File: config.mk
export PLATFORM = sky130hd
export DESIGN_NAME = cache_ctrl_flat
export DESIGN_NICKNAME = d
export VERILOG_FILES = /design/src/rtl/cache_ctrl_if.sv /design/src/rtl/cache_ctrl.sv /design/src/flat_wrapper.sv
export SDC_FILE = /design/constraint.sdc
export NUM_CORES = 1
export LEC_CHECK = 0
export CAP_MARGIN = 5
export CORE_MARGIN = 10
export CORE_UTILIZATION = 40
export DETAILED_ROUTE_END_ITERATION = 7
export SKIP_CTS_REPAIR_TIMING = 1
export SLEW_MARGIN = 20
export SYNTH_ARGS = -nofsm -noshare
export SYNTH_HDL_FRONTEND = slang
export SYNTH_SLANG_ARGS = --single-unit
File: constraint.sdc
create_clock -name cpu_clk -period 11.5 [get_ports cpu_clk]
set_input_delay 2.3 -clock cpu_clk [delete_from_list [all_inputs] [get_ports cpu_clk]]
set_output_delay 2.3 -clock cpu_clk [all_outputs]
set_load 0.02 [all_outputs]
File: src/rtl/cache_ctrl_if.sv
// CPU / backing-memory bus of the cache controller. The controller sits on
// the slave side; the CPU and the BRAM stage together form the master side.
interface cache_ctrl_if #(
    parameter int ADDR_W = 10
);
    logic              cpu_req;
    logic              cpu_we;
    logic [ADDR_W-1:0] cpu_addr;
    logic [31:0]       cpu_wdata;
    logic [31:0]       cpu_rdata;
    logic              cpu_ready;
    logic              cache_ram_valid;
    logic              ram_we;
    logic [ADDR_W-1:0] ram_addr;
    logic [31:0]       ram_wdata;
    logic [31:0]       ram_rdata;
    logic              bram_valid;
    logic [15:0]       hit_cnt;
    logic [15:0]       miss_cnt;

    modport slave (
        input  cpu_req, cpu_we, cpu_addr, cpu_wdata, ram_rdata, bram_valid,
        output cpu_rdata, cpu_ready, cache_ram_valid, ram_we, ram_addr,
               ram_wdata, hit_cnt, miss_cnt
    );

    modport master (
        output cpu_req, cpu_we, cpu_addr, cpu_wdata, ram_rdata, bram_valid,
        input  cpu_rdata, cpu_ready, cache_ram_valid, ram_we, ram_addr,
               ram_wdata, hit_cnt, miss_cnt
    );
endinterface

File: src/rtl/cache_ctrl.sv
// Direct-mapped, write-back / write-allocate cache controller with one
// 32-bit word per line. Every output is a register loaded from the
// next-state logic, so the bus sees clean pulses one cycle after a decision.
module cache_ctrl #(
    parameter int ADDR_W  = 10,
    parameter int INDEX_W = 4
) (
    input  logic        cpu_clk,
    input  logic        rst,
    cache_ctrl_if.slave bus
);
    localparam int TAG_W = ADDR_W - INDEX_W;
    localparam int LINES = 1 << INDEX_W;

    typedef enum logic [1:0] {IDLE, COMPARE, WRITEBACK, ALLOCATE} state_t;

    state_t state, state_nx;

    // Latched request
    logic              req_we;
    logic [ADDR_W-1:0] req_addr;
    logic [31:0]       req_wdata;
    logic              first_pass, first_nx;

    // Line storage
    logic [LINES-1:0]  valid_q, dirty_q;
    logic [TAG_W-1:0]  tag_q  [LINES];
    logic [31:0]       data_q [LINES];

    logic [INDEX_W-1:0] idx;
    logic [TAG_W-1:0]   tag;
    logic               hit;

    // Next values of the registered outputs and storage write strobes
    logic              latch, wr_hit, fill;
    logic              ready_nx, rvalid_nx, ram_we_nx;
    logic [31:0]       rdata_nx, ram_wdata_nx;
    logic [ADDR_W-1:0] ram_addr_nx;
    logic [15:0]       hit_nx, miss_nx;

    assign idx = req_addr[INDEX_W-1:0];
    assign tag = req_addr[ADDR_W-1:INDEX_W];
    assign hit = valid_q[idx] && (tag_q[idx] == tag);

    // State register plus every externally visible register
    always_ff @(posedge cpu_clk or posedge rst) begin
        if (rst) begin
            state               <= IDLE;
            req_we              <= 1'b0;
            req_addr            <= '0;
            req_wdata           <= '0;
            first_pass          <= 1'b0;
            valid_q             <= '0;
            dirty_q             <= '0;
            bus.cpu_ready       <= 1'b0;
            bus.cpu_rdata       <= '0;
            bus.cache_ram_valid <= 1'b0;
            bus.ram_we          <= 1'b0;
            bus.ram_addr        <= '0;
            bus.ram_wdata       <= '0;
            bus.hit_cnt         <= '0;
            bus.miss_cnt        <= '0;
        end else begin
            state               <= state_nx;
            first_pass          <= first_nx;
            bus.cpu_ready       <= ready_nx;
            bus.cpu_rdata       <= rdata_nx;
            bus.cache_ram_valid <= rvalid_nx;
            bus.ram_we          <= ram_we_nx;
            bus.ram_addr        <= ram_addr_nx;
            bus.ram_wdata       <= ram_wdata_nx;
            bus.hit_cnt         <= hit_nx;
            bus.miss_cnt        <= miss_nx;
            if (latch) begin
                req_we    <= bus.cpu_we;
                req_addr  <= bus.cpu_addr;
                req_wdata <= bus.cpu_wdata;
            end
            if (wr_hit) dirty_q[idx] <= 1'b1;
            if (fill) begin
                valid_q[idx] <= 1'b1;
                dirty_q[idx] <= 1'b0;
            end
        end
    end

    // Line payload; needs no reset because valid_q gates its use
    always_ff @(posedge cpu_clk) begin
        if (wr_hit) data_q[idx] <= req_wdata;
        if (fill) begin
            data_q[idx] <= bus.ram_rdata;
            tag_q[idx]  <= tag;
        end
    end

    // Next-state and next-output decisions
    always_comb begin
        state_nx     = state;
        first_nx     = first_pass;
        latch        = 1'b0;
        wr_hit       = 1'b0;
        fill         = 1'b0;
        ready_nx     = 1'b0;
        rvalid_nx    = 1'b0;
        rdata_nx     = bus.cpu_rdata;
        ram_we_nx    = bus.ram_we;
        ram_addr_nx  = bus.ram_addr;
        ram_wdata_nx = bus.ram_wdata;
        hit_nx       = bus.hit_cnt;
        miss_nx      = bus.miss_cnt;
        unique case (state)
            IDLE: begin
                if (bus.cpu_req) begin
                    latch    = 1'b1;
                    first_nx = 1'b1;
                    state_nx = COMPARE;
                end
            end
            COMPARE: begin
                if (hit) begin
                    ready_nx = 1'b1;
                    state_nx = IDLE;
                    if (req_we) wr_hit   = 1'b1;
                    else        rdata_nx = data_q[idx];
                    // The post-fill re-compare is not a real hit
                    if (first_pass && bus.hit_cnt != 16'hFFFF)
                        hit_nx = bus.hit_cnt + 16'd1;
                end else begin
                    first_nx  = 1'b0;
                    rvalid_nx = 1'b1;
                    if (first_pass && bus.miss_cnt != 16'hFFFF)
                        miss_nx = bus.miss_cnt + 16'd1;
                    if (valid_q[idx] && dirty_q[idx]) begin
                        state_nx     = WRITEBACK;
                        ram_we_nx    = 1'b1;
                        ram_addr_nx  = {tag_q[idx], idx};
                        ram_wdata_nx = data_q[idx];
                    end else begin
                        state_nx    = ALLOCATE;
                        ram_we_nx   = 1'b0;
                        ram_addr_nx = req_addr;
                    end
                end
            end
            WRITEBACK: begin
                if (bus.bram_valid) begin
                    state_nx    = ALLOCATE;
                    rvalid_nx   = 1'b1;
                    ram_we_nx   = 1'b0;
                    ram_addr_nx = req_addr;
                end
            end
            ALLOCATE: begin
                if (bus.bram_valid) begin
                    fill     = 1'b1;
                    state_nx = COMPARE;
                end
            end
            default: state_nx = IDLE;
        endcase
    end
endmodule
File: src/flat_wrapper.sv
// flat-port wrapper written by rule: the top's interface ports become plain ports
module cache_ctrl_flat 
#(
    parameter int ADDR_W  = 10,
    parameter int INDEX_W = 4
)
  (cpu_clk, rst, bus_cpu_req, bus_cpu_we, bus_cpu_addr, bus_cpu_wdata, bus_ram_rdata, bus_bram_valid, bus_cpu_rdata, bus_cpu_ready, bus_cache_ram_valid, bus_ram_we, bus_ram_addr, bus_ram_wdata, bus_hit_cnt, bus_miss_cnt);
  cache_ctrl_if #(.ADDR_W(ADDR_W)) bus_i ();
  input  logic cpu_clk;
  input  logic rst;
  input wire logic [$bits(bus_i.cpu_req)-1:0] bus_cpu_req;
  input wire logic [$bits(bus_i.cpu_we)-1:0] bus_cpu_we;
  input wire logic [$bits(bus_i.cpu_addr)-1:0] bus_cpu_addr;
  input wire logic [$bits(bus_i.cpu_wdata)-1:0] bus_cpu_wdata;
  input wire logic [$bits(bus_i.ram_rdata)-1:0] bus_ram_rdata;
  input wire logic [$bits(bus_i.bram_valid)-1:0] bus_bram_valid;
  output wire logic [$bits(bus_i.cpu_rdata)-1:0] bus_cpu_rdata;
  output wire logic [$bits(bus_i.cpu_ready)-1:0] bus_cpu_ready;
  output wire logic [$bits(bus_i.cache_ram_valid)-1:0] bus_cache_ram_valid;
  output wire logic [$bits(bus_i.ram_we)-1:0] bus_ram_we;
  output wire logic [$bits(bus_i.ram_addr)-1:0] bus_ram_addr;
  output wire logic [$bits(bus_i.ram_wdata)-1:0] bus_ram_wdata;
  output wire logic [$bits(bus_i.hit_cnt)-1:0] bus_hit_cnt;
  output wire logic [$bits(bus_i.miss_cnt)-1:0] bus_miss_cnt;
  assign bus_i.cpu_req = bus_cpu_req;
  assign bus_i.cpu_we = bus_cpu_we;
  assign bus_i.cpu_addr = bus_cpu_addr;
  assign bus_i.cpu_wdata = bus_cpu_wdata;
  assign bus_i.ram_rdata = bus_ram_rdata;
  assign bus_i.bram_valid = bus_bram_valid;
  assign bus_cpu_rdata = bus_i.cpu_rdata;
  assign bus_cpu_ready = bus_i.cpu_ready;
  assign bus_cache_ram_valid = bus_i.cache_ram_valid;
  assign bus_ram_we = bus_i.ram_we;
  assign bus_ram_addr = bus_i.ram_addr;
  assign bus_ram_wdata = bus_i.ram_wdata;
  assign bus_hit_cnt = bus_i.hit_cnt;
  assign bus_miss_cnt = bus_i.miss_cnt;
  cache_ctrl #(.ADDR_W(ADDR_W), .INDEX_W(INDEX_W)) u_core (.cpu_clk(cpu_clk), .rst(rst), .bus(bus_i));
endmodule
Word-level counts from Yosys, hierarchy flattened
Memory sizes are Yosys's and may differ from the RTL's.
Cells that the tools add are included.
{"block": "word_totals", "input_bits": 79, "register_bits": 187, "ramBits": 608, "out_inout_bits": 109, "mem_count": 2, "wordCells": 94}
{"block": "op_classes", "add_sub_neg": 2, "mux": 41, "n_reduce_logical": 15, "n_lt_le_gt_ge": 2, "bitwise_logic": 7, "n_eq_ne": 10}
{"memory": "u_core.data_q", "depth": 16, "word_bits": 32, "rd": 1, "rd_clocked_by_memory_dff": 0, "wr": 1, "line_no": "cache_ctrl.sv:28", "source": "logic [31:0] data_q [LINES];"}
{"memory": "u_core.tag_q", "depth": 16, "word_bits": 6, "rd": 1, "rd_clocked_by_memory_dff": 0, "wr": 1, "line_no": "cache_ctrl.sv:27", "source": "logic [TAG_W-1:0] tag_q [LINES];"}
{"op": "adder 16 x 1 -> 16 bit, second input constant", "n": 2}
{"op": "2-to-1 mux 16 bit", "n": 2}
{"op": "2-to-1 mux 32 bit", "n": 1}
{"op": "inequality test 16 bit, second input constant", "n": 2}
{"op": "bitwise OR 16 bit", "n": 2}
{"op": "2-to-1 mux 10 bit", "n": 3}
{"op": "2-to-1 mux 1 bit", "n": 23}
{"op": "AND reduction 3 bit", "n": 7}
{"op": "case mux 10 bit (2 select lines)", "n": 1}
{"op": "AND 16 bit", "n": 1}
{"op": "inverter 16 bit", "n": 1}
{"op": "binary-select mux 1 bit (select 4 bit)", "n": 2}
{"op": "2-to-1 mux 2 bit", "n": 4}
{"op": "inequality test 2 bit, second input constant", "n": 4}
{"op": "case mux 2 bit (4 select lines)", "n": 1}
{"op": "equality test 6 bit", "n": 1}
{"op": "case mux 1 bit (2 select lines)", "n": 3}
{"op": "logical AND 1 bit", "n": 5}
{"op": "less-than comparator 4 x 5 -> 1 bit, second input constant", "n": 1}
{"op": "demux 1 bit (select 4 bit)", "n": 1}
{"op": "equality test 2 bit, second input constant", "n": 2}
{"op": "greater-or-equal comparator 4 x 1 -> 1 bit, second input constant", "n": 1}
{"op": "nonzero test 2 bit", "n": 2}
{"op": "equality test 2 x 1 -> 1 bit, second input constant", "n": 1}
{"op": "3 further kinds", "n": 4}

Longest topological paths before layout
{"block": "logic_depth", "word_depth": 8, "ltp_mapped": 13, "mapped_depth_nobuf": 8}

Worst setup path after synthesis
OpenSTA, ideal clock, no wires.
{"block": "synth_timing", "kind": "register to register", "startpoint": "register u_core.req_addr[1]", "endpoint": "memory u_core.data_q[10][0] (enable)", "path_buffers": 2, "stages_incl_launch_ff": 11, "arrival_time_ns": 4.906, "synth_period_minus_slack_ns": 5.372, "setup_time_ns": 0.466, "t_required_ns": 11.034, "slack_ns": 6.128, "path_cell_list": "dfrtp_1 > buf_4 > mux4_2 > mux2i_1 > xor2_1 > nand3_1 > or4_4 > a21oi_4 > buf_2 > nand3_2 > o21ai_0"}
{"block": "synth_between", "elab_chain_cells": 8, "word_cells_on_any_way": 10}
{"element": "start: declaration", "line_no": "cache_ctrl.sv:21", "source": "logic [ADDR_W-1:0] req_addr;"}
{"element": "start signal: assignment", "line_no": "cache_ctrl.sv:76", "source": "req_addr <= bus.cpu_addr;"}
{"element": "memory read (16 x 6 bit) or binary-select mux 1 bit (select 4 bit) (tied branches)"}
{"element": "equality test 6 bit or 2-to-1 mux 1 bit (tied branches)", "line_no": "cache_ctrl.sv:43", "source": "assign hit = valid_q[idx] && (tag_q[idx] == tag);"}
{"element": "logical AND 1 bit", "line_no": "cache_ctrl.sv:43"}
{"element": "2-to-1 mux 1 bit", "line_no": "cache_ctrl.sv:120", "source": "if (hit) begin"}
{"element": "2-to-1 mux 1 bit", "line_no": "cache_ctrl.sv:111", "source": "unique case (state)"}
{"element": "2-to-1 mux 1 bit", "line_no": "cache_ctrl.sv:89", "source": "if (wr_hit) data_q[idx] <= req_wdata;"}
{"element": "2-to-1 mux 1 bit (implied by the code)", "line_no": "cache_ctrl.sv:89"}
{"element": "bitwise OR 1 bit (no line)"}
{"element": "end: declaration", "line_no": "cache_ctrl.sv:28"}
Parallel ways exist; a longest one is shown, timed or not. The select of a mux whose other input is x is not followed.

Worst setup path in the final report
{"block": "layout_timing", "startpoint": "register u_core.req_addr[1]", "endpoint": "memory u_core.data_q[8][3] (enable)"}
Same word-level chain as after synthesis.

==> metrics.txt <==
status finished clean; fraction of layout instances using a drive strength above 1 24.6%; endpoints failing setup 0; number of synthesized flops with an enable pin 608; Peak VDD IR 163 uV; clk root buf clkbuf_16; worst min-delay path class reg -> reg; clock power share 27.3%; clk slew on worst S/H paths 60 ps; cell mode on critical path buf_4; CTS HTree Levels 3; commonest non-fill, non-tap cell in the layout edfxtp_1; syn avg cell area 19.4 sq um; initial antenna violation count 0; CP Max Fanout 50; commonest cells after routing, fill and taps aside edfxtp_1, clkdlybuf4s50_1, mux4_2, dfrtp_1, nand2_1; Max Fclk 0.182 GHz; Worst Tran Pin Value 1120 ps; Die W 300 microns; Largest stage delay, worst path 920 ps; grt ovf 0; boundary pin count 188; Yosys cell types 50; largest net degree at the start of global routing 84; Syn Nets 1,700; Die H 300 microns; max_slew headroom 24.9%; vias in the first global route 16,769; CTS tree done; final worst setup slack 6000 ps; die area 90,000 sq um; setup TNS 0 ps; Crit Path Class reg -> reg; Core Rows 102; DR pass1 iterations 5; Most used DFF post-synth edfxtp_1; Tot Pwr 9.94 mW; worst path required time 11,750 ps; FILL cells 6,457; cell count after synthesis 1,615; Min Clock Period, post-route 5500 ps; GRT Resource Usage Total 15.9%; drt wl/cell 24.3 microns; Startpoint Class flop; Vias 15,777; routability cong. 0.811; asr flop ratio synth 23.5%; CP endpoint kind flop; yosys warns 0; post-synthesis register bit count 795; Sw Pwr 3.08 mW; Routed Antenna Nets 0; worst slack, placed 5950 ps; dpl hpwl 44,000 microns; CP max stage cell dfrtp_4; post-synthesis sequential area ratio 73.2%; DR vias/cell 5.35; global-route wire length before repair 109,000 microns; Int Power 6.86 mW; CP cell instances buf_4 -> mux4_2 -> mux2i_1 -> xor2_1 -> nand3_1 -> or4_4 -> a21oi_4 -> buf_4 -> nand3_2 -> o21ai_4 -> buf_4; Logic pwr share 30.7%; Final period util 47.9%; clk_skew 21.3 ps; P_leak 13.2 nW; Sw Ratio 31.0%; worst skew pair latency 630 ps; Initial Utilization 40.4%; Final Max Tran Viols 0; drt total wl 71,700 microns; WP data arrival 5750 ps; max_cap viols 0; Layout Utilization 48.2%; Post-Syn Area 31,300 sq um; met2 Use GR 25.8%; fin nets 1,926; GRT Max-Usage Layer met2; # DRC 0; RSZ-0062 raised after global routing no; antenna diode count 0; CTS Sinks 795; PwrDens 265 nW/um^2; final hold slack 469 ps; met1 Use GR 21.5%; 1st-iter DRT viols 1,177; Yosys top cell by area edfxtp_1; Synth area leaders edfxtp_1, dfrtp_1, mux4_2; area delta synth->final 19.4%; GR Layer Usage met3 2.98%; number of CTS-inserted buffers 83; Synth top area share 58.2%; clk buf depth 3; Core Box Area 77,600 sq um; port bufs 187; final hold vios 0; Reg power frac 42.0%
-- layout make-up --
| type | count | area, sq um | area share, % |
|---|---|---|---|
| tap | 1040 | 1300 | 3.48 |
| inverter | 26 | 105 | 0.281 |
| clock inverter | 47 | 548 | 1.46 |
| timing repair buffer | 218 | 2120 | 5.68 |
| sequential | 795 | 23000 | 61.3 |
| multi-input combinational | 717 | 8180 | 21.9 |
| clock buffer | 105 | 2220 | 5.93 |
-- cells in the mapped netlist, types with 2 or more instances --
cell      count
mux4_2      185
xnor2_1      20
nor2b_1       4
buf_2        15
dfrtp_1     187
buf_4         4
or2_2         6
nand3_1      22
o22ai_1       3
and3_1       14
nor4b_1       3
nand2_1     151
ha_1          6
and2_1       10
a21oi_1       4
mux2_2       92
nor3_1        7
a31oi_1       2
mux2i_1      30
buf_1        25
nand4_1       8
xor2_1       16
edfxtp_1    608
nor4_1        7
nand2b_1     13
inv_1        26
o21ai_0      23
a22oi_1      10
o31ai_1      16
nor2_1       11
clkbuf_1     33
nand3_2       4
mux2_1       33
-- registers in the layout (all words and copies together) (netlist names), named ones only --
name                        cells
u_core.data_q                 512
u_core.tag_q                   96
u_core.bus.cpu_rdata           32
u_core.bus.ram_wdata           32
u_core.req_wdata               32
u_core.bus.hit_cnt             16
u_core.bus.miss_cnt            16
u_core.valid_q                 16
u_core.bus.ram_addr            10
u_core.req_addr                10
u_core.state                    2
u_core.bus.cache_ram_valid      1
u_core.bus.cpu_ready            1
u_core.bus.ram_we               1
u_core.dirty_q                  1
u_core.first_pass               1
u_core.req_we                   1
-- per-layer routing --
layer	vias to the layer above	part of all wire [%]
li1	6861	-
met1	8373	44
met2	432	49
met3	111	5.4
met4	0	2.3
met5	-	0
-- cells by family after synthesis --
family | Yosys count | share of synthesized area, %
and+or+nand+nor | 267 | 4.04
AOI/OAI and AO/OA | 68 | 1.45
muxes | 340 | 18.7
adders and majority gates | 6 | 0.239
xor gates and xnor gates | 36 | 1.01
DFF | 795 | 73.2
buffers and inverters | 103 | 1.34
-- power by group through the flow --
stage	registers, mW	logic [mW]	clock network (mW)
after floorplan	4.21	1.93	0
after global placement	4.22	3.05	0
after detailed placement	4.23	3.11	0
after CTS	4.18	3.11	2.78
after global routing	4.23	3.31	2.88
final	4.17	3.05	2.71
-- through the flow --
step,instance area [sq um],instances
finish,37400,2948
global route,37400,2948
global placement,34600,2795
CTS,37400,2947
floorplan,31300,1615
detailed placement,34600,2795
-- critical path, delay by kind of cell, from the launching register on --
family | cells | cell delay, ps
flip-flops | 1 | 920
AND/OR/NAND/NOR | 3 | 1060
XOR/XNOR | 1 | 180
AO/OA/AOI/OAI | 2 | 390
multiplexers | 2 | 800
buffers and inverters | 3 | 1710
-- worst paths after layout --
| check | cells after the start | from | slack [ps] | endpoint |
|---|---|---|---|---|
| max reg2reg | 11 | u_core.req_addr[1] | 6000 | u_core.data_q[8][3] |
| min | 1 | u_core.valid_q[0] | 470 | u_core.valid_q[0] |
| max in group asynchronous | 3 | rst | 8100 | u_core.req_addr[0] |
| min in group asynchronous | 2 | rst | 2130 | u_core.bus.ram_wdata[8] |
| max | 11 | u_core.req_addr[1] | 6000 | u_core.data_q[8][3] |
| min reg2reg | 1 | u_core.valid_q[0] | 470 | u_core.valid_q[0] |
Power figures use the tool's default switching activity.
